--- src/rtl/pipe_stage_reg.sv ---
// pipe_stage_reg: parametrised inter-stage pipeline register with a valid /
// allow-in handshake, flush, optional two-entry skid buffer (registered
// allow-in), occupancy reporting and a saturating back-pressure counter.
module pipe_stage_reg #(
  parameter int WIDTH = 32,
  parameter int SKID  = 1,
  parameter int CNT_W = 16
) (
  input  logic             clk_i,
  input  logic             rst_i,
  input  logic             flush_i,
  input  logic             up_valid_i,
  input  logic [WIDTH-1:0] up_bus_i,
  output logic             up_allow_in_o,
  output logic             down_valid_o,
  output logic [WIDTH-1:0] down_bus_o,
  input  logic             down_allow_in_i,
  output logic [1:0]       occupancy_o,
  output logic [CNT_W-1:0] stall_cnt_o
);

  localparam logic [CNT_W-1:0] CNT_MAX = '1;

  logic [WIDTH-1:0] main_q;
  logic             main_v;
  logic             skid_v_w;
  logic             in_fire;
  logic             out_fire;
  logic [CNT_W-1:0] stall_cnt_q;

  assign out_fire = main_v && down_allow_in_i;
  assign in_fire  = up_valid_i && up_allow_in_o;

  generate
    if (SKID == 0) begin : g_single
      // Single entry: allow-in passes straight through from the consumer.
      assign up_allow_in_o = !main_v || down_allow_in_i;
      assign skid_v_w      = 1'b0;

      // Main entry: load on accept, empty on issue without refill.
      always_ff @(posedge clk_i) begin
        if (rst_i) begin
          main_q <= '0;
          main_v <= 1'b0;
        end else if (flush_i) begin
          main_v <= 1'b0;
        end else if (in_fire) begin
          main_q <= up_bus_i;
          main_v <= 1'b1;
        end else if (out_fire) begin
          main_v <= 1'b0;
        end
      end
    end else begin : g_skid
      logic [WIDTH-1:0] skid_q;
      logic             skid_v;
      logic             main_free;

      // Allow-in depends only on a flop, breaking the inter-stage comb path.
      assign up_allow_in_o = !skid_v;
      assign skid_v_w      = skid_v;
      assign main_free     = !main_v || out_fire;

      // Main/skid pair: skid always drains into main first to keep FIFO order.
      always_ff @(posedge clk_i) begin
        if (rst_i) begin
          main_q <= '0;
          main_v <= 1'b0;
          skid_q <= '0;
          skid_v <= 1'b0;
        end else if (flush_i) begin
          main_v <= 1'b0;
          skid_v <= 1'b0;
        end else if (main_free) begin
          if (skid_v) begin
            main_q <= skid_q;
            main_v <= 1'b1;
            if (in_fire) begin
              skid_q <= up_bus_i;
            end else begin
              skid_v <= 1'b0;
            end
          end else if (in_fire) begin
            main_q <= up_bus_i;
            main_v <= 1'b1;
          end else begin
            main_v <= 1'b0;
          end
        end else if (in_fire) begin
          // Main is stalled and skid is empty: park the extra payload.
          skid_q <= up_bus_i;
          skid_v <= 1'b1;
        end
      end
    end
  endgenerate

  // Count stalled edges (valid held, consumer refusing); saturate, reset-only clear.
  always_ff @(posedge clk_i) begin
    if (rst_i) begin
      stall_cnt_q <= '0;
    end else if (main_v && !down_allow_in_i && (stall_cnt_q != CNT_MAX)) begin
      stall_cnt_q <= stall_cnt_q + 1'b1;
    end
  end

  assign down_valid_o = main_v;
  assign down_bus_o   = main_q;
  assign occupancy_o  = {1'b0, main_v} + {1'b0, skid_v_w};
  assign stall_cnt_o  = stall_cnt_q;

endmodule
--- config.mk ---
export PLATFORM = sky130hd
export DESIGN_NAME = pipe_stage_reg
export DESIGN_NICKNAME = d
export VERILOG_FILES = /design/src/rtl/pipe_stage_reg.sv
export SDC_FILE = /design/constraint.sdc
export NUM_CORES = 1
export LEC_CHECK = 0
export ABC_AREA = 1
export CORE_AREA = 2 2 125 127
export DETAILED_ROUTE_END_ITERATION = 6
export DIE_AREA = 0 0 127 129
export GPL_TIMING_DRIVEN = 0
export PLACE_DENSITY = 0.48
export REMOVE_ABC_BUFFERS = 1
export SYNTH_ARGS = -nofsm -noshare
export SYNTH_HDL_FRONTEND = slang
export SYNTH_SLANG_ARGS = --single-unit
--- constraint.sdc ---
create_clock -name clk_i -period 2.2 [get_ports clk_i]
set_clock_uncertainty 0.2 [all_clocks]
set_input_delay 0.44 -clock clk_i [delete_from_list [all_inputs] [get_ports clk_i]]
set_output_delay 0.44 -clock clk_i [all_outputs]
set_load 0.02 [all_outputs]
==> metrics.txt, run 1 <==
CTS Buf Count 9; area share of and/or/nand/nor cells after synthesis roughly 22%; number of rows in the core area 45; CP cell instances buf_12 > ha_1 > dlygate4sd2_1; final setup fails 0; Yosys cell types 27; syn_area_per_cell a little under 7 um2; r2r setup slk ~0.18 ns; initial antenna violation count 0; CP max FO 21; mux cell area share after synthesis 0%; CP required about 1.6 ns; Syn Inst Count about 540; total grt overflow 0; CORE AREA 15000 um2; CP max stage delay about 0.36 ns; largest net degree at the start of global routing 65; RSZ-0062 raised after global routing false; sequential fraction of the synthesis area 44.5%; largest family of logic cells by synthesized area simple AND/OR/NAND/NOR gates; PortBufs slightly below 90; Post-Syn Area around 3700 um2; maxcap violations 0; DRT antenna net count 0; maximum vdd drop around 320 uV; HP Class register to register; crit path capture type primary output; max_slew headroom roughly 54%; Pleak 0.00207 uW; Setup TNS 0 ns; # H-tree levels 3; wire length per cell 12.3 um; final instance area ~5200 um2; Final min period between 2 and 2.5 ns; hold depth 2; Hold Crit Endpoint down_bus_o[6]$_SDFFE_PP0P_; clock root buffer master clkbuf_16; Area Growth Syn to Fin 40.3%; Critical Path AT 1.48 ns; status finished, final reports clean; die height 129 um; Antenna Diode Count 0; Slew Viols, Final 0; initial drt markers 173; placed insts 786; Syn. warnings 0; flops & latches, synth 82; TritonCTS clock tree done; deepest clock path buffer count 2; Synth Area in Compound Gates between 10% and 20%; DIE AREA between 15000 and 20000 um2; Vias 3505; Post-Place Cell Area ~4700 um2; Pre-antenna DRT Iters 4; top post-synthesis cells by area dfxtp_1 (45%), o21ai_0 (11%), nand2_1 (11%), inv_1 (7.4%), a21oi_1 (7.1%); WS Path Type register to primary output; Pwr per Cell Area between 700 and 800 nW/um2; layout net count about 650; Ports 89; vias per inst approximately 4.4; largest area contributor in the netlist dfxtp_1; hold_buf cts 0; Fmax approximately 0.47 GHz; Sink Count 82; Synth Area in XOR/XNOR under 10%; hpwl dp about 6100 um; Starting Density between 20% and 30%; Fin. Hold Viols 0; Post-route DRC 0; final WL 9910 um; total global-route track usage a little under an eighth; Die Width about 130 um; FF-to-FF Start stall_cnt_o[0]$_SDFFE_PP0P_; vias in the first global route 3140; reg-to-reg endpoint stall_cnt_o[15]$_SDFFE_PP0P_; first-pass GRT wire length 15300 um; path depth of the worst reg2reg path 9; crit share post-route between 90% and 100%; gpl congestion 0.825; Worst Hold Launch down_bus_o[6]$_SDFFE_PP0P_; Worst Max-Slew Pin Slew 0.684 ns; Clk pin slew, worst setup/hold paths ~0.070 ns; clock latency on the worst-skew pair between 0.3 and 0.4 ns; Yosys top cell area share around 45%; final std cells w/o fill 805; adder-cell share of the synthesized area less than 1%; CP Launch Type register; share of layout cells above drive strength 1 ~6.5%; slowest CP cell dlygate4sd2_1
critical path, delay by kind of cell (launching register included):
kind | cells | cell delay (ns)
fa+ha+maj | 1 | 0.28
buf+inv | 2 | 0.51
flops | 1 | 0.35
metal layers:
metal  vias up  global-route usage [%]  wire [um]
met1      1571                    14.9       4780
met5         -                       0          0
met2        77                    19.0       4450
met3        13                    3.16        483
met4         0                    5.82        189
li1       1844                       -          -
layout make-up:
class / count / area (um2)
Fill cell: 1590 / 9800
Multi-Input combinational cell: 350 / 1650
Sequential cell: 82 / 1650
Timing Repair Buffer: 92 / 957
Inverter: 77 / 299
Tap cell: 188 / 235
Clock buffer: 9 / 225
Clock inverter: 7 / 165
synthesized netlist by cell type (all sizes together):
library cell	count
nand3b	1
a21oi	52
dfxtp	82
o21ai	92
nand3	8
nand2	111
ha	2
nand4	4
inv	77
xnor2	3
xor2	3
buf	18
a31oi	1
clkbuf	10
nor2	72
metrics by stage:
step / power, uW / utilization [%] / worst slack [ns] / hold WS [ns]
2_1_floorplan: 1820 / - / -0.367 / 0.241
3_3_place_gp: 2040 / 31.2 / -1.49 / 0.235
3_5_place_dp: 2050 / 31.4 / -0.854 / 0.235
4_1_cts: 4050 / 34.4 / 0.0343 / 0.247
5_1_grt: 4150 / 34.5 / 0.00586 / 0.263
6_report: 3990 / 34.5 / 0.0824 / 0.244
layout by cell type, fill, tap and decap left out, types with 2 or more instances in the layout:
| cell | instances |
|---|---|
| clkdlybuf4s50_1 | 85 |
| xor2_1 | 3 |
| a21oi_1 | 52 |
| nor2_1 | 67 |
| nand2_1 | 105 |
| clkbuf_16 | 9 |
| nand2_2 | 5 |
| nor2_2 | 4 |
| buf_12 | 2 |
| nand3_1 | 7 |
| nand3_4 | 2 |
| o21ai_1 | 9 |
| inv_2 | 3 |
| nand4_1 | 3 |
| xnor2_1 | 3 |
| inv_1 | 72 |
| dfxtp_1 | 81 |
| clkinvlp_4 | 2 |
| ha_1 | 2 |
| o21ai_0 | 83 |
| dlygate4sd2_1 | 3 |
| bufinv_16 | 5 |
registers in the layout, summed over array words and instances (netlist names):
signal         cells
down_valid_o       1
stall_cnt_o       16
down_bus_o        32
g_skid.skid_v      1
g_skid.skid_q     32
power breakdown:
part	internal, uW	switching [uW]	total [uW]
Sequential	1540	40.4	1590
Combinational	205	228	433
Clock	1340	633	1970
cell families (layout without fill, tap and decap cells):
kind of cell / Yosys count / in the layout
AOI/OAI and AO/OA: 145 / 145
adders and majority gates: 2 / 2
buffers and inverters: 105 / 185
DFF: 82 / 82
and+or+nand+nor: 196 / 197
xor gates and xnor gates: 6 / 6
worst max-delay path by stage:
stage / endpoint / depth (start not counted) / slack [ns] / startpoint
floorplan: down_bus_o[10]$_SDFFE_PP0P_ / 5 / -0.37 / g_skid.skid_v$_SDFFE_PP0P_
global placement: down_bus_o[3]$_SDFFE_PP0P_ / 5 / -1.49 / g_skid.skid_v$_SDFFE_PP0P_
detailed placement: down_bus_o[26]$_SDFFE_PP0P_ / 6 / -0.85 / up_valid_i
CTS: down_bus_o[1]$_SDFFE_PP0P_ / 6 / 0.03 / up_valid_i
global route: g_skid.skid_q[28]$_SDFFE_PP0P_ / 8 / 0.006 / down_allow_in_i
finish: occupancy_o[0] / 3 / 0.08 / g_skid.skid_v$_SDFFE_PP0P_
timing repair:
item / 4_1_cts / 5_1_grt
endpoints found under the setup margin: 67 / 51
gates cloned: 1 / 1
setup buffers: 1 / 0
gates resized for setup: 7 / 3
No activity file was read; power rests on OpenSTA's default activity.
==> run 2: changes to the inputs <==
--- a/config.mk
+++ b/config.mk
@@ -9,8 +9,9 @@
 export CORE_AREA = 2 2 125 127
 export DETAILED_ROUTE_END_ITERATION = 6
 export DIE_AREA = 0 0 127 129
+export DONT_BUFFER_PORTS = 1
 export GPL_TIMING_DRIVEN = 0
-export PLACE_DENSITY = 0.48
+export PLACE_DENSITY = 0.41
 export REMOVE_ABC_BUFFERS = 1
 export SYNTH_ARGS = -nofsm -noshare
 export SYNTH_HDL_FRONTEND = slang
==> run 2 against run 1 <==
Effect of this change: largest cell class unchanged; flip-flop and latch count did not move; via count decreased by 7.5%; worst setup slack better by 0.059 ns; largest power group is now sequential cells; hold slack got worse by 0.20 ns; total power down 14%; maximum frequency rose by 2.9%; critical path type unchanged; sequential power increased by 4%; highest routed layer unchanged.
==> metrics.txt, run 2 (synthesis results as in run 1) <==
deepest clock path buffer count 2 (unchanged); CP required 1.56 ns (about the same); CORE AREA 15000 um2 (unchanged); status finished, final reports clean; WS Path Type register to primary output; CP max FO 44 (+110%); Fmax 0.486 GHz (+2.9%); DRT antenna net count 0 (unchanged); crit path capture type primary output; RSZ-0062 raised after global routing false; CTS Buf Count 9 (unchanged); layout net count 563 (-14%); gpl congestion 0.791 (-4.2%); Fin. Hold Viols 0 (unchanged); Area Growth Syn to Fin 13.8%; clock root buffer master clkbuf_16; Starting Density 24.6% (unchanged); wire length per cell 13.9 um (+13%); Pwr Total 3420 uW (-14%); leading cell type in the layout, fill and taps excluded nand2_1; initial antenna violation count 0 (unchanged); max_slew headroom 69.5% (+15 points); final setup fails 0 (unchanged); vias per inst 4.52 (+3.8%); Post-CTS Setup Inserts 0 (-1); Min Hold Slack 0.0416 ns (-0.203 ns); most frequent cells in the layout nand2_1 (105), o21ai_0 (83), dfxtp_1 (81); Pleak 0.00169 uW (-18%); Slew Viols, Final 0 (unchanged); Post-route DRC 0 (unchanged); CP Launch Type register; die height 129 um (unchanged); HP Class input pin to register; PortBufs 0 (-100%); Antenna Diode Count 0 (unchanged); Critical Path AT 1.42 ns (-0.06 ns); number of rows in the core area 45 (unchanged); Worst Max-Slew Pin Slew 0.458 ns (-0.226 ns); Die Width 127 um (unchanged); # H-tree levels 3 (unchanged); pre-CTS setup slack -0.409 ns (+0.445 ns); maxcap violations 0 (unchanged); first-pass GRT wire length 15300 um (-0.36%); clock latency on the worst-skew pair 0.34 ns (about the same); initial drt markers 121 (-30%); Ports 89 (unchanged); Final min period 2.06 ns (-0.0591 ns); setup ws final 0.142 ns (+0.0591 ns); maximum vdd drop 315 uV (-2.9%); total grt overflow 0 (unchanged); hpwl dp 5890 um (-3.8%); DIE AREA 16400 um2 (unchanged); largest net degree at the start of global routing 65 (unchanged); Pre-antenna DRT Iters 4 (unchanged); Pwr per Cell Area 814 nW/um2 (+5.6%); Sink Count 82 (unchanged); vias in the first global route 3019 (-3.9%); final WL 10000 um (+0.96%); TritonCTS clock tree done; Vias 3242 (-7.5%); crit share post-route 93.6% (-2.7 points); fillcell total 1682 (+5.8%); final core utilization 28.0% (-6.5 points); Clk pin slew, worst setup/hold paths 0.06 ns (about the same); total global-route track usage 11.9% (about the same); share of layout cells above drive strength 1 7.18% (+0.70 points)
-- run 2: per-stage QoR --
step                setup TNS (ns)  area, um2  instances
finish                           0       4200        717
global route                     0       4200        717
CTS                              0       4160        715
detailed placement          -17.88       3830        698
global placement           -108.71       3790        696
floorplan                   -18.81       3550        508
-- run 2: worst paths after layout --
path	cells past startpoint	start	endpoint	slack (ns)
min	2	up_bus_i[10]	g_skid.skid_q[10]$_SDFFE_PP0P_	0.04
max	2	g_skid.skid_v$_SDFFE_PP0P_	occupancy_o[0]	0.14
min reg2reg	2	g_skid.skid_q[17]$_SDFFE_PP0P_	g_skid.skid_q[17]$_SDFFE_PP0P_	0.27
max reg2reg	5	down_valid_o$_SDFFE_PP0N_	g_skid.skid_q[12]$_SDFFE_PP0P_	0.22
-- run 2: repair_timing --
action | 4_1_cts | 5_1_grt
setup endpoints to repair | 64 | 51
endpoints found under the hold margin | 1 | 0
cloned | 0 | 2
pin swaps | 0 | 0
hold buffers | 1 | 0
gates resized for setup | 3 | 4
-- run 2: power by group --
part | switching [uW] | total [uW] | internal (uW)
Sequential | 114 | 1660 | 1550
Clock | 618 | 1560 | 940
Combinational | 132 | 200 | 67.7
-- run 2: final cells by class --
| cell class | instances | area (um2) | share of cell area, % |
|---|---|---|---|
| clock inverters | 4 | 50.0 | 1.19 |
| inverters | 77 | 302 | 7.19 |
| repair buffers | 3 | 50.0 | 1.19 |
| multi-input cells | 350 | 1650 | 39.4 |
| repair inverters | 1 | 8.76 | 0.209 |
| well taps | 188 | 235 | 5.61 |
| flip-flops and latches | 82 | 1640 | 39.1 |
| clock buffers | 12 | 256 | 6.11 |
-- run 2: critical path, stage by stage (launching register included) --
cell and delay, ns:
dfxtp_2 0.49, buf_12 0.25, ha_1 0.33
-- run 2: metal layers --
layer	wire, um	vias up	track usage, %
met5	0	-	0
met4	206	0	6.01
met3	764	15	4.86
met2	4590	80	18.7
met1	4440	1483	14.1
li1	-	1664	-
